==> src/rtl/fetch_stage_if.sv <==
// rtl/fetch_stage_if.sv - instruction memory request/response bundle for the fetch stage
interface fetch_stage_if;
  logic        imem_req;
  logic [31:0] imem_addr;
  logic        imem_ready;
  logic        imem_rvalid;
  logic [31:0] imem_rdata;

  modport master (
    output imem_req,
    output imem_addr,
    input  imem_ready,
    input  imem_rvalid,
    input  imem_rdata
  );

  modport slave (
    input  imem_req,
    input  imem_addr,
    output imem_ready,
    output imem_rvalid,
    output imem_rdata
  );
endinterface

==> src/rtl/fetch_stage.sv <==
// rtl/fetch_stage.sv - RV32I instruction fetch stage with single outstanding imem request
module fetch_stage #(
  parameter logic [31:0] RESET_PC  = 32'h0000_0000,
  parameter logic [31:0] NOP_INSTR = 32'h0000_0013
) (
  input  logic                 clk,
  input  logic                 rst,
  input  logic                 Stall_F,
  input  logic                 PCSrc_E,
  input  logic [31:0]          PCTarget_E,
  fetch_stage_if.master        imem,
  output logic [31:0]          Instr_F,
  output logic [31:0]          PC_F,
  output logic [31:0]          PCPlus4_F,
  output logic                 Valid_F
);

  typedef enum logic [1:0] {S_FETCH, S_WAIT, S_KILL} state_t;

  state_t      state_q, state_d;
  logic [31:0] pc_q, pend_pc;
  logic        out_v;
  logic [31:0] out_instr, out_pc;
  logic        accept, load, consume;
  logic [1:0]  unused_tgt_lsb;

  assign unused_tgt_lsb = PCTarget_E[1:0];

  // Issue only when the output slot is free or drains this cycle, so a load never clobbers it.
  assign imem.imem_req  = !rst && (state_q == S_FETCH) && (!out_v || !Stall_F);
  assign imem.imem_addr = pc_q;

  assign accept  = imem.imem_req && imem.imem_ready;
  assign load    = (state_q == S_WAIT) && imem.imem_rvalid && !PCSrc_E;
  assign consume = out_v && !Stall_F;

  always_comb begin
    state_d = state_q;
    unique case (state_q)
      S_FETCH: begin
        if (accept) state_d = PCSrc_E ? S_KILL : S_WAIT;
      end
      S_WAIT: begin
        if (imem.imem_rvalid) state_d = S_FETCH;
        else if (PCSrc_E)     state_d = S_KILL;
      end
      S_KILL: begin
        if (imem.imem_rvalid) state_d = S_FETCH;
      end
      default: state_d = S_FETCH;
    endcase
  end

  always_ff @(posedge clk or posedge rst) begin
    if (rst) state_q <= S_FETCH;
    else     state_q <= state_d;
  end

  always_ff @(posedge clk or posedge rst) begin
    if (rst) begin
      pc_q      <= RESET_PC;
      pend_pc   <= RESET_PC;
      out_v     <= 1'b0;
      out_instr <= NOP_INSTR;
      out_pc    <= 32'h0;
    end else if (PCSrc_E) begin
      pc_q  <= {PCTarget_E[31:2], 2'b00};
      out_v <= 1'b0;
    end else begin
      if (accept) begin
        pend_pc <= pc_q;
        pc_q    <= pc_q + 32'd4;
      end
      if (load) begin
        out_instr <= imem.imem_rdata;
        out_pc    <= pend_pc;
        out_v     <= 1'b1;
      end else if (consume) begin
        out_v <= 1'b0;
      end
    end
  end

  assign Valid_F   = out_v;
  assign Instr_F   = out_v ? out_instr : NOP_INSTR;
  assign PC_F      = out_pc;
  assign PCPlus4_F = out_pc + 32'd4;

endmodule

==> src/flat_wrapper.sv <==
// flat-port wrapper written by rule: the top's interface ports become plain ports
module fetch_stage_flat 
#(
  parameter logic [31:0] RESET_PC  = 32'h0000_0000,
  parameter logic [31:0] NOP_INSTR = 32'h0000_0013
)
  (clk, rst, Stall_F, PCSrc_E, PCTarget_E, Instr_F, PC_F, PCPlus4_F, Valid_F, imem_imem_req, imem_imem_addr, imem_imem_ready, imem_imem_rvalid, imem_imem_rdata);
  fetch_stage_if imem_i ();
  input  logic clk;
  input  logic rst;
  input  logic Stall_F;
  input  logic PCSrc_E;
  input  logic [31:0] PCTarget_E;
  output logic [31:0] Instr_F;
  output logic [31:0] PC_F;
  output logic [31:0] PCPlus4_F;
  output logic Valid_F;
  output wire logic [$bits(imem_i.imem_req)-1:0] imem_imem_req;
  output wire logic [$bits(imem_i.imem_addr)-1:0] imem_imem_addr;
  input wire logic [$bits(imem_i.imem_ready)-1:0] imem_imem_ready;
  input wire logic [$bits(imem_i.imem_rvalid)-1:0] imem_imem_rvalid;
  input wire logic [$bits(imem_i.imem_rdata)-1:0] imem_imem_rdata;
  assign imem_imem_req = imem_i.imem_req;
  assign imem_imem_addr = imem_i.imem_addr;
  assign imem_i.imem_ready = imem_imem_ready;
  assign imem_i.imem_rvalid = imem_imem_rvalid;
  assign imem_i.imem_rdata = imem_imem_rdata;
  fetch_stage #(.RESET_PC(RESET_PC), .NOP_INSTR(NOP_INSTR)) u_core (.clk(clk), .rst(rst), .Stall_F(Stall_F), .PCSrc_E(PCSrc_E), .PCTarget_E(PCTarget_E), .imem(imem_i), .Instr_F(Instr_F), .PC_F(PC_F), .PCPlus4_F(PCPlus4_F), .Valid_F(Valid_F));
endmodule
==> config.mk <==
export PLATFORM = sky130hd
export DESIGN_NAME = fetch_stage_flat
export DESIGN_NICKNAME = d
export VERILOG_FILES = /design/src/rtl/fetch_stage_if.sv /design/src/rtl/fetch_stage.sv /design/src/flat_wrapper.sv
export SDC_FILE = /design/constraint.sdc
export NUM_CORES = 1
export LEC_CHECK = 0
export BUFFER_PORTS_ARGS = -buffer_cell sky130_fd_sc_hd__buf_2
export CORE_ASPECT_RATIO = 0.8
export CORE_UTILIZATION = 40
export CTS_CLUSTER_DIAMETER = 80
export DETAILED_ROUTE_END_ITERATION = 6
export GPL_TIMING_DRIVEN = 1
export PLACE_DENSITY = 0.68
export SLEW_MARGIN = 30
export SYNTH_ARGS = -nofsm -noshare
export SYNTH_HDL_FRONTEND = slang
export SYNTH_SLANG_ARGS = --single-unit
==> constraint.sdc <==
create_clock -name clk -period 9.25 [get_ports clk]
set_input_delay 1.85 -clock clk [delete_from_list [all_inputs] [get_ports clk]]
set_output_delay 1.85 -clock clk [all_outputs]
set_load 0.02 [all_outputs]
==> results.sh, run 1 <==
export IMPL_n_fill_cell=1335
export IMPL_die_width_um=141
export IMPL_post_route_drc_count=0
export IMPL_placed_cells_incl_taps=912
export IMPL_synth_distinct_cells=41
export IMPL_grt_pass1_wl_um=25700
export IMPL_avgRoutedWirePerCell_um=16.9
export IMPL_slowest_stage="sky130_fd_sc_hd__a2111o_1"
export IMPL_crit_reg2reg_launch="u_core.Valid_F"
export IMPL_synth_cell_area_um2=6150
export IMPL_finalHoldViolCount=0
export IMPL_worst_skew_pair_late_latency_ns=0.41
export IMPL_layout_commonest_cell="sky130_fd_sc_hd__buf_2"
export IMPL_grt_remaining_overflow=0
export IMPL_yosysSeqAreaShare_pct=50.9
export IMPL_hold_path_startpoint="u_core.pend_pc[29]"
export IMPL_clock_tree_htree_level_count=4
export IMPL_worstPathArrival_ns=2.86
export IMPL_ctsRootBufferMaster="sky130_fd_sc_hd__clkbuf_16"
export IMPL_power_per_unit_of_standard_cell_area_nw_per_um2=285
export IMPL_final_instance_count_excl_fill=944
export IMPL_timing_critical_path_slowest_cell_delay_ns=0.52
export IMPL_worst_reg2reg_setup_slack_ns=6.58
export IMPL_antenna_found_initial=0
export IMPL_slew_headroom_pct=43.0
export IMPL_maxCapViolCount=0
export IMPL_synth_to_final_area_change_pct=28.7
export IMPL_final_setup_skew_ns=0.00765
export IMPL_actual_slew_at_the_worst_max_slew_pin_ns=0.849
export IMPL_timing_critical_path_fanout_max=8
export IMPL_synth_yosys_warnings=0
export IMPL_timing_worst_setup_path_type="input pin to output port"
export IMPL_worstSetupEndpointType="output port"
export IMPL_fin_area_um2=7920
export IMPL_io_buffer_count=191
export IMPL_most_common_layout_cells="sky130_fd_sc_hd__buf_2, sky130_fd_sc_hd__dfrtp_1, sky130_fd_sc_hd__mux2_2, sky130_fd_sc_hd__nand2_1, sky130_fd_sc_hd__and2_1"
export IMPL_clk_pin_slew_ns=0.05
export IMPL_remaining_antenna_violation_count_after_routing=0
export IMPL_finalNetCount=814
export IMPL_placement_cell_area_um2=7220
export IMPL_cp_startpoint="Stall_F"
export IMPL_fp_dieArea_um2=15900
export IMPL_worstHoldPathType="flip-flop to flip-flop"
export IMPL_vias_per_cell=5.36
export IMPL_series_of_cell_instances_along_the_critical_path="buf_2 > a2111o_1 > inv_1 > buf_2"
export IMPL_cts_tree="yes"
export IMPL_grt_start_max_net_pins=69
export IMPL_hold_end="u_core.PC_F[29]"
export IMPL_synth_avg_cell_area_um2=11.0
export IMPL_clock_fmax_mhz=212
export IMPL_post_synth_inst_count=559
export IMPL_fp_coreArea_um2=15000
export IMPL_detail_route_iter0_violations=241
export IMPL_setup_total_negative_slack_ns=0
export IMPL_cts_hold_buf=0
export IMPL_cts_post_setup_buffers_inserted=0
export IMPL_grt_pass1_vias=4876
export IMPL_antenna_cells=0
export IMPL_wirelength_um=16000
export IMPL_place_hpwl_um=11500
export IMPL_cts_buffers=17
export IMPL_via_count=5058
export IMPL_place_congestion=0.855
export IMPL_start_kind="input pin"
export IMPL_placementRows=40
export IMPL_start_util_pct=41.0
export IMPL_dp_slack_ns=4.55
export IMPL_numClockSinks=125
export IMPL_regToRegEndpoint="u_core.imem.imem_addr[30]"
export IMPL_max_vdd_ir_drop_uv=117
export IMPL_max_slew_violation_count=0
export IMPL_firstDrtPassIters=5
export IMPL_fin_ws_ns=4.54
export IMPL_worstRegToRegCells=4
export IMPL_share_of_cells_above_drive_strength_1_pct=42.1
export IMPL_whs_path_depth=2
export IMPL_worst_endpoint_required_ns=7.40
export IMPL_outcome="finished clean"
export IMPL_post_route_period_util_pct=50.9
export IMPL_setup_repair_after_global_routing_missed_its_margin="false"
export IMPL_cts_repair_resize_count=0
export IMPL_max_clock_path_buffers=2
export IMPL_track_usage_pct=21.0
export IMPL_die_y_um=113
export IMPL_total_leakage_power_nw=3.68
export IMPL_num_io_pins=200
export IMPL_period_needed_ns=4.71
export IMPL_ys_ff_latch=125
export IMPL_worst_path_most_repeated_cell="sky130_fd_sc_hd__buf_2"
export IMPL_worst_hold_slack_ns=0.479
export IMPL_final_setup_viol_count=0
flip-flops by register name, indices dropped and copies added, names as in the netlist:
register               flops
u_core.pend_pc            30
u_core.PC_F               30
u_core.Valid_F             1
u_core.out_instr          32
u_core.state_q             2
u_core.imem.imem_addr     30
worst max-delay path by stage:
stage                           end  slack (ns)
finish                imem_imem_req        4.54
global route          imem_imem_req        4.52
CTS                   imem_imem_req        4.55
detailed placement    imem_imem_req        4.55
global placement      imem_imem_req        4.58
floorplan           u_core.PC_F[10]        4.08
logic make-up after synthesis:
| family | after synthesis | share of synthesized area [%] |
|---|---|---|
| fa+ha+maj | 2 | 0.407 |
| buf+inv | 50 | 3.70 |
| mux | 83 | 15.2 |
| flops | 125 | 50.9 |
| compound gates | 61 | 6.23 |
| xor+xnor | 37 | 5.27 |
| simple gates | 200 | 18.2 |
| other cells | 1 | 0.0610 |
critical path: cells and delay by family:
family | cells | cell delay, ns
AO/OA/AOI/OAI | 1 | 0.52
buffers and inverters | 3 | 0.48
where the power goes:
part | total (mW) | leakage, nW | internal [mW] | switching, mW
Clock | 0.768 | 0.335 | 0.530 | 0.239
Combinational | 0.602 | 1.83 | 0.261 | 0.342
Sequential | 0.884 | 1.52 | 0.716 | 0.168
final cells by class:
type / count / area (um^2) / area share (%)
tap: 189 / 236 / 2.99
clock buffer: 24 / 522 / 6.59
inverter: 15 / 58.8 / 0.743
sequential: 125 / 3130 / 39.6
timing repair buffer: 194 / 978 / 12.4
multi-input combinational: 389 / 2820 / 35.6
clock inverter: 8 / 174 / 2.20
routing by layer:
layer	up-vias	track usage [%]	part of all wire, %
met3	19	5.08	5.9
met5	-	0	0
li1	2376	-	-
met1	2458	29.8	48
met4	0	7.90	1.5
met2	205	31.1	45
metrics by stage:
stage	total power, mW	utilization (%)
after CTS	2.27	52.7
after global routing	2.36	52.7
final	2.25	52.7
after detailed placement	1.50	48.1
after floorplan	1.26	-
after global placement	1.47	48.1
cells in the mapped netlist:
| master | n | area share, % |
|---|---|---|
| sky130_fd_sc_hd__buf_6 | 2 | 0.37 |
| sky130_fd_sc_hd__or4b_1 | 2 | 0.33 |
| sky130_fd_sc_hd__a31oi_1 | 12 | 1.2 |
| sky130_fd_sc_hd__xnor2_1 | 24 | 3.4 |
| sky130_fd_sc_hd__xor2_1 | 13 | 1.9 |
| sky130_fd_sc_hd__or4_1 | 16 | 2.0 |
| sky130_fd_sc_hd__nor4b_1 | 3 | 0.43 |
| sky130_fd_sc_hd__and2_1 | 31 | 3.2 |
| sky130_fd_sc_hd__a22oi_1 | 3 | 0.37 |
| sky130_fd_sc_hd__clkbuf_1 | 24 | 1.5 |
| sky130_fd_sc_hd__or2_2 | 2 | 0.20 |
| sky130_fd_sc_hd__conb_1 | 1 | 0.061 |
| sky130_fd_sc_hd__buf_4 | 6 | 0.73 |
| sky130_fd_sc_hd__dfrtp_1 | 122 | 50 |
| sky130_fd_sc_hd__or2b_1 | 3 | 0.37 |
| sky130_fd_sc_hd__buf_1 | 1 | 0.061 |
| sky130_fd_sc_hd__a22o_1 | 1 | 0.14 |
| sky130_fd_sc_hd__and3_1 | 5 | 0.51 |
| sky130_fd_sc_hd__nand3_1 | 30 | 2.4 |
| sky130_fd_sc_hd__nor2b_1 | 3 | 0.31 |
| sky130_fd_sc_hd__nand4_1 | 15 | 1.5 |
| sky130_fd_sc_hd__o31ai_1 | 10 | 1.2 |
| sky130_fd_sc_hd__a2111o_1 | 1 | 0.18 |
| sky130_fd_sc_hd__o311ai_0 | 1 | 0.14 |
| sky130_fd_sc_hd__or3_1 | 6 | 0.61 |
| sky130_fd_sc_hd__buf_2 | 2 | 0.16 |
| sky130_fd_sc_hd__nand2_1 | 42 | 2.6 |
| sky130_fd_sc_hd__nor4_1 | 9 | 0.92 |
| sky130_fd_sc_hd__nor2_1 | 19 | 1.2 |
| sky130_fd_sc_hd__a31o_2 | 1 | 0.14 |
| sky130_fd_sc_hd__nor3_1 | 5 | 0.41 |
| sky130_fd_sc_hd__o211ai_1 | 5 | 0.61 |
| sky130_fd_sc_hd__mux2i_1 | 1 | 0.16 |
| sky130_fd_sc_hd__or3_4 | 2 | 0.37 |
| sky130_fd_sc_hd__o21ai_0 | 26 | 2.1 |
| sky130_fd_sc_hd__mux2_2 | 82 | 15 |
| sky130_fd_sc_hd__a21oi_1 | 1 | 0.081 |
| sky130_fd_sc_hd__ha_1 | 2 | 0.41 |
| sky130_fd_sc_hd__and4_1 | 7 | 1.0 |
| sky130_fd_sc_hd__dfstp_2 | 3 | 1.3 |
| sky130_fd_sc_hd__inv_1 | 15 | 0.92 |
No activity file was read; power rests on OpenSTA's default activity.
==> run 2: changes to the inputs <==
--- a/config.mk
+++ b/config.mk
@@ -11,7 +11,7 @@
 export CTS_CLUSTER_DIAMETER = 80
 export DETAILED_ROUTE_END_ITERATION = 6
 export GPL_TIMING_DRIVEN = 1
-export PLACE_DENSITY = 0.68
+export PLACE_DENSITY = 0.71
 export SLEW_MARGIN = 30
 export SYNTH_ARGS = -nofsm -noshare
 export SYNTH_HDL_FRONTEND = slang
==> constraint.sdc (replaced) <==
create_clock -name clk -period 4.3 [get_ports clk]
set_input_delay 0.86 -clock clk [delete_from_list [all_inputs] [get_ports clk]]
set_output_delay 0.86 -clock clk [all_outputs]
set_load 0.02 [all_outputs]
==> results.sh, run 2 (synthesis gave the netlist of run 1 again) <==
export IMPL_worst_reg2reg_setup_slack_ns=1.78
export IMPL_largest_register_ff_count=32
export IMPL_fin_ws_ns=1.00
export IMPL_timing_critical_path_fanout_max=9
export IMPL_antenna_found_initial=0
export IMPL_path_buf_inv=1
export IMPL_total_leakage_power_nw=3.67
export IMPL_slew_headroom_pct=44.4
export IMPL_wirelength_um=15400
export IMPL_avgRoutedWirePerCell_um=16.2
export IMPL_start_kind="flip-flop"
export IMPL_fin_total_pwr_mw=4.72
export IMPL_largest_register="u_core.out_instr"
export IMPL_io_buffer_count=191
export IMPL_synth_to_final_area_change_pct=28.4
export IMPL_grt_pass1_wl_um=25300
export IMPL_antenna_cells=0
export IMPL_slowest_stage="sky130_fd_sc_hd__dfrtp_1"
export IMPL_die_width_um=141
export IMPL_setup_repair_after_global_routing_missed_its_margin="false"
export IMPL_finalHoldViolCount=0
export IMPL_cts_repair_resize_count=0
export IMPL_power_per_unit_of_standard_cell_area_nw_per_um2=598
export IMPL_max_vdd_ir_drop_uv=286
export IMPL_whs_path_depth=2
export IMPL_max_slew_violation_count=0
export IMPL_final_instance_count_excl_fill=946
export IMPL_numClockSinks=125
export IMPL_critical_path_top_delay_family="simple AND/OR/NAND/NOR gates"
export IMPL_detail_route_iter0_violations=361
export IMPL_clk_pin_slew_ns=0.05
export IMPL_worstRegToRegCells=4
export IMPL_grt_start_max_net_pins=69
export IMPL_placed_cells_incl_taps=914
export IMPL_place_hpwl_um=11000
export IMPL_place_congestion=0.830
export IMPL_worstHoldPathType="flip-flop to flip-flop"
export IMPL_worst_endpoint_required_ns=3.44
export IMPL_timing_worst_setup_path_type="flip-flop to output port"
export IMPL_regToRegEndpoint="u_core.imem.imem_addr[24]"
export IMPL_placementRows=40
export IMPL_share_of_cells_above_drive_strength_1_pct=42.1
export IMPL_layout_commonest_cell="sky130_fd_sc_hd__buf_2"
export IMPL_clock_tree_htree_level_count=4
export IMPL_most_common_layout_cells="sky130_fd_sc_hd__buf_2, sky130_fd_sc_hd__dfrtp_1, sky130_fd_sc_hd__mux2_2, sky130_fd_sc_hd__nand2_1, sky130_fd_sc_hd__and2_1"
export IMPL_worst_skew_pair_late_latency_ns=0.41
export IMPL_fp_coreArea_um2=15000
export IMPL_ctsRootBufferMaster="sky130_fd_sc_hd__clkbuf_16"
export IMPL_setup_total_negative_slack_ns=0
export IMPL_finalNetCount=816
export IMPL_dp_slack_ns=1.45
export IMPL_outcome="finished clean"
export IMPL_hold_path_startpoint="u_core.pend_pc[7]"
export IMPL_grt_remaining_overflow=0
export IMPL_grt_pass1_vias=4728
export IMPL_crit_cells=5
export IMPL_remaining_antenna_violation_count_after_routing=0
export IMPL_start_util_pct=41.0
export IMPL_actual_slew_at_the_worst_max_slew_pin_ns=0.835
export IMPL_num_io_pins=200
export IMPL_fp_dieArea_um2=15900
export IMPL_die_y_um=113
export IMPL_cts_tree="yes"
export IMPL_worstSetupEndpointType="output port"
export IMPL_max_clock_path_buffers=2
export IMPL_final_setup_viol_count=0
export IMPL_vias_per_cell=5.26
export IMPL_post_route_drc_count=0
export IMPL_final_setup_skew_ns=0.0130
export IMPL_cts_post_setup_buffers_inserted=0
export IMPL_maxCapViolCount=0
export IMPL_series_of_cell_instances_along_the_critical_path="and4_1 > nand4_1 > nor4_1 > xor2_1 > buf_2"
export IMPL_firstDrtPassIters=4
export IMPL_hold_end="u_core.pend_pc[7]"
export IMPL_post_route_period_util_pct=76.7
export IMPL_clock_fmax_mhz=303
export IMPL_via_count=4975
export IMPL_timing_critical_path_slowest_cell_delay_ns=0.47
export IMPL_worstPathArrival_ns=2.44
export IMPL_period_needed_ns=3.30
export IMPL_track_usage_pct=20.6
export IMPL_cts_buffers=17
export IMPL_crit_reg2reg_launch="u_core.Valid_F"
export IMPL_cts_hold_buf=0
-- run 2: changes by cell type in the layout (fill, tap and decap cells not counted) --
cell / change
sky130_fd_sc_hd__clkbuf_8: -3
sky130_fd_sc_hd__inv_6: -1
sky130_fd_sc_hd__bufinv_16: -1
sky130_fd_sc_hd__buf_4: +1
sky130_fd_sc_hd__clkbuf_1: +2
sky130_fd_sc_hd__clkinv_4: +2
sky130_fd_sc_hd__dfrtp_1: -1
sky130_fd_sc_hd__inv_1: +1
sky130_fd_sc_hd__dfrtp_2: +1
sky130_fd_sc_hd__clkinv_2: +1
sky130_fd_sc_hd__buf_12: +1
sky130_fd_sc_hd__clkinv_1: -1
-- run 2: routing by layer --
layer | wire length, um | vias to the layer above | GRT usage [%]
met5 | 0 | - | 0
met3 | 837 | 12 | 5.50
li1 | - | 2376 | -
met2 | 6880 | 138 | 30.1
met4 | 130 | 0 | 5.58
met1 | 7510 | 2449 | 30.0
-- run 2: worst reg2reg max path: stages (launching register included) --
cell,delay (ns)
sky130_fd_sc_hd__dfrtp_2,0.58
sky130_fd_sc_hd__a2111o_1,0.56
sky130_fd_sc_hd__or3_4,0.54
sky130_fd_sc_hd__or4_1,0.52
sky130_fd_sc_hd__a31oi_1,0.23
-- run 2: area by class of cell --
type / instances / area, um^2
fillers: 1349 / 7120
flip-flops and latches: 125 / 3130
multi-input cells: 389 / 2820
repair buffers: 196 / 1010
clock buffers: 23 / 488
well taps: 189 / 236
clock inverters: 9 / 158
inverters: 15 / 58.8
-- run 2: worst max path at each step --
stage                            to             from  slack [ns]
floorplan           u_core.PC_F[10]              rst        0.12
global placement      PCPlus4_F[30]  u_core.PC_F[12]        1.49
detailed placement    PCPlus4_F[30]  u_core.PC_F[12]        1.45
CTS                   PCPlus4_F[25]  u_core.PC_F[12]        0.98
global route          PCPlus4_F[25]  u_core.PC_F[12]        0.82
finish                PCPlus4_F[25]  u_core.PC_F[12]        1.00
-- run 2: where the power goes --
part           leakage (nW)  switching [mW]  internal, mW
Clock                 0.310           0.497          1.03
Combinational          1.85           0.723         0.563
Sequential             1.51           0.369          1.54
Total                  3.67            1.59          3.14
-- run 2: per-stage QoR --
stage	hold WS [ns]	utilization [%]	instance area, um^2
6_report	0.482	52.6	7900
4_1_cts	0.485	52.6	7890
2_1_floorplan	0.444	-	6170
3_3_place_gp	0.460	48.3	7250
3_5_place_dp	0.473	48.3	7250
5_1_grt	0.505	52.6	7900
